===== config.mk =====
export PLATFORM = sky130hd
export DESIGN_NAME = sat_counter
export DESIGN_NICKNAME = d
export VERILOG_FILES = /design/src/rtl/counter_checker_sat.sv
export SDC_FILE = /design/constraint.sdc
export NUM_CORES = 1
export LEC_CHECK = 0
export ABC_AREA = 1
export BUFFER_PORTS_ARGS = -buffer_cell sky130_fd_sc_hd__buf_2
export CELL_PAD_IN_SITES_DETAIL_PLACEMENT = 0
export CELL_PAD_IN_SITES_GLOBAL_PLACEMENT = 1
export CORE_MARGIN = 8
export CORE_UTILIZATION = 32
export DETAILED_ROUTE_END_ITERATION = 12
export PLACE_DENSITY_LB_ADDON = 0.1
export SLEW_MARGIN = 20
export SYNTH_ARGS = -nofsm -noshare
export SYNTH_HDL_FRONTEND = slang
export SYNTH_SLANG_ARGS = --single-unit

===== constraint.sdc =====
create_clock -name clk_i -period 1.3 [get_ports clk_i]
set_input_delay 0.26 -clock clk_i [delete_from_list [all_inputs] [get_ports clk_i]]
set_output_delay 0.26 -clock clk_i [all_outputs]
set_load 0.03 [all_outputs]

===== src/rtl/counter_checker_sat.sv =====
// Saturating up-counter; clr and inc together load 1.
// Optional feature macro: CHECKER_INVERT_DETECT_EN (unused here).
module sat_counter #(
  parameter int WIDTH = 8
) (
  input  logic             clk_i,
  input  logic             reset_n_i,
  input  logic             inc,
  input  logic             clr,
  output logic [WIDTH-1:0] q
);

  always_ff @(posedge clk_i or negedge reset_n_i) begin
    if (!reset_n_i) begin
      q <= '0;
    end else if (clr) begin
      q <= WIDTH'(inc);
    end else if (inc && (q != '1)) begin
      q <= q + WIDTH'(1);
    end
  end

endmodule


==> impl_metrics.json <==
{
  "met2_wirelength_um": 611,
  "clkLatencyLatePin_ns": 0.26,
  "drive_gt1_share_pct": 37.1,
  "proportion_of_total_power_due_to_net_switching_pct": 29.0,
  "worst_setup_path_end_kind": "output pin",
  "largest_clock_skew_in_the_final_design_ns": 0.0126,
  "num_antenna_cells": 0,
  "detailroute.wirelength.met3_um": 52,
  "detailed_place.area_um2": 671,
  "crit_start": "q[0]$_DFFE_PN0P_",
  "slowest_delay_ns": 0.42,
  "rsz0062_at_grt": "false",
  "p_switching_w": 0.000171,
  "crit_arrival_ns": 1.01,
  "grt_antenna_before_repair": 0,
  "dp_hpwl_um": 1020,
  "largest_registers": "q x8",
  "largest_register_ffs": 8,
  "seq_power_share_pct": 45.8,
  "synth.cell_area_um2": 519,
  "timing.rr.start": "q[1]$_DFFE_PN0P_",
  "top_level_ports": 12,
  "worst-setup-path-type": "register to output pin",
  "place.port_buffers": 11,
  "gpl.final_weighted_congestion": 0.770,
  "final_cell_mix": "nand2_1 (18), buf_2 (11), nand3_1 (9), inv_1 (8), nor2_1 (6)",
  "p_leak_nw": 0.395,
  "worst_setup_hold_path_clk_slew_ns": 0.06,
  "track_usage_pct": 8.81,
  "cts_num_sinks": 8,
  "setup_viol": 0,
  "clkPwrFrac_pct": 35.7,
  "final.setup.worst_slack_ns": 0.0329,
  "drt_iter0_drcs": 6,
  "worstPathCellList": "buf_4 > buf_2",
  "ant_nets": 0,
  "dieArea_um2": 3170,
  "dpl_worst_slack_ns": 0.0858,
  "ys_ff_latch": 8,
  "power_per_cell_area_nw_per_um2": 826,
  "netlist-cell-type-count": 18,
  "worst_path_required_time_ns": 1.04,
  "crit_path_start_kind": "register",
  "maximum_level_of_the_cts_h_tree": 1,
  "route.detailed.drc": 0,
  "grt_first_pass_wirelength_um": 2220,
  "grt_max_degree": 11,
  "globalRoute.totalOverflow": 0,
  "die_ht_um": 56.3,
  "post-route-period-util_pct": 97.5,
  "p_int_w": 0.000417,
  "slew-limit-headroom_pct": 75.7,
  "vdd_drop_max_v": 0.000581,
  "highest-signal-layer": "met4",
  "grt_pass1_vias": 505,
  "final-hold-violation-count": 0,
  "registers.top_by_ff_count": "q",
  "worst-slew-pin-transition_ns": 0.362,
  "fmax_mhz": 789,
  "hold_path.startpoint": "clr",
  "wl_um": 1320,
  "cts_setup_buffers": 0,
  "layout.nets": 95,
  "worst_path_max_delay_cell": "dfrtp_2",
  "yosys_warnings": 0,
  "postLayoutCellArea_um2": 712,
  "timing.hold.worst.class": "input port to register",
  "cp_max_fo": 4,
  "worst_hold_slack_ns": 0.282,
  "syn2layout_area_growth_pct": 37.1,
  "timing.max_cap.violations": 0,
  "synth_nets": 74,
  "core_area_um2": 1510,
  "most_common_cell_after_layout_fill_and_taps_aside": "nand2_1",
  "share_comb_of_total_power_pct": 18.5,
  "cts_buffers": 3,
  "syn-instance-count": 69,
  "final.min_clock_period_ns": 1.27,
  "cts_buffer_depth": 2,
  "clock-root-buffer": "clkbuf_4",
  "floorplan.die.width_um": 56.3,
  "detail_route.vias_per_cell": 4.72,
  "fin_total_pwr_w": 0.000588,
  "yosysSeqAreaShare_pct": 38.6,
  "tritoncts": "built",
  "vias": 496,
  "wirelength_met1_um": 649,
  "fin_setup_tns_ns": 0,
  "detail_route.first_pass.iterations": 4,
  "maxSlewViolCount": 0,
  "outcome": "finished, final reports clean",
  "initial_utilization_pct": 34.5,
  "number_of_standard_cell_rows_in_the_floorplan": 14,
  "synth_area_per_cell_um2": 7.53,
  "route.detailed.wl_per_inst_um": 12.6
}
[stage by stage]
step,utilization (%),std cells
4_1_cts,46.9,105
2_1_floorplan,-,69
3_3_place_gp,44.5,100
6_report,47.3,105
5_1_grt,47.3,105
3_5_place_dp,44.5,100
[what timing repair did]
action                                  4_1_cts  5_1_grt
resized for setup                             0        2
endpoints found under the setup margin        0        2
hold endpoints to repair                      8        0
hold buffers                                  1        0
[synthesized netlist by cell type]
| master | instances | area share [%] |
|---|---|---|
| xor2_1 | 1 | 1.7 |
| nand3_1 | 10 | 9.6 |
| nand2_4 | 1 | 2.2 |
| nor2_1 | 6 | 4.3 |
| nand4_1 | 2 | 2.4 |
| clkinv_1 | 1 | 0.72 |
| nand2_8 | 1 | 3.9 |
| a21oi_1 | 2 | 1.9 |
| a21boi_0 | 1 | 1.4 |
| nor2_4 | 1 | 2.2 |
| nor3_1 | 1 | 0.96 |
| nand2_2 | 2 | 2.4 |
| nand2_1 | 19 | 14 |
| o21ai_2 | 2 | 3.4 |
| nor2_2 | 2 | 2.4 |
| ha_1 | 1 | 2.4 |
| inv_1 | 8 | 5.8 |
| dfrtp_1 | 8 | 39 |
[metal layers]
metal / up-vias / GRT usage (%)
li1: 260 / -
met1: 225 / 10.5
met2: 9 / 13.6
met3: 2 / 2.47
met4: 0 / 5.15
met5: - / 0
[cell type report]
cell class | count | area [um^2]
fillers | 159 | 795
inverters | 9 | 33.8
repair buffers | 16 | 108
well taps | 16 | 20.0
multi-input cells | 52 | 320
flip-flops and latches | 8 | 204
clock buffers | 4 | 26.3
[cells by family (layout without fill, tap and decap cells)]
kind of cell               Yosys count  in the layout  synth area share (%)
AOI/OAI and AO/OA                    5              5                  6.75
xor gates and xnor gates             1              1                  1.69
adders and majority gates            1              1                  2.41
buffers and inverters                9             29                  6.51
DFF                                  8              8                  38.6
and+or+nand+nor                     45             45                  44.1
[final timing paths]
| check | to | depth (start not counted) | slack, ns |
|---|---|---|---|
| max in group asynchronous | q[3]$_DFFE_PN0P_ | 2 | 0.71 |
| setup reg to reg | q[6]$_DFFE_PN0P_ | 8 | 0.08 |
| setup / recovery | q[0] | 2 | 0.03 |
| hold / removal | q[0]$_DFFE_PN0P_ | 3 | 0.28 |
| hold reg to reg | q[7]$_DFFE_PN0P_ | 2 | 0.57 |
| min in group asynchronous | q[7]$_DFFE_PN0P_ | 2 | 0.38 |
[critical path: cells and delay by family, from the launching register on]
| kind | cells | cell delay [ns] |
|---|---|---|
| flops | 1 | 0.42 |
| buf+inv | 2 | 0.32 |
[power groups by stage]
stage	registers [W]	logic, W	clock network (W)
3_5_place_dp	0.000274	0.000106	0
5_1_grt	0.000271	0.000124	0.000239
2_1_floorplan	0.000295	0.0000384	0
3_3_place_gp	0.000274	0.000106	0
6_report	0.000269	0.000109	0.000210
4_1_cts	0.000269	0.000109	0.000218
Power figures use the tool's default switching activity.
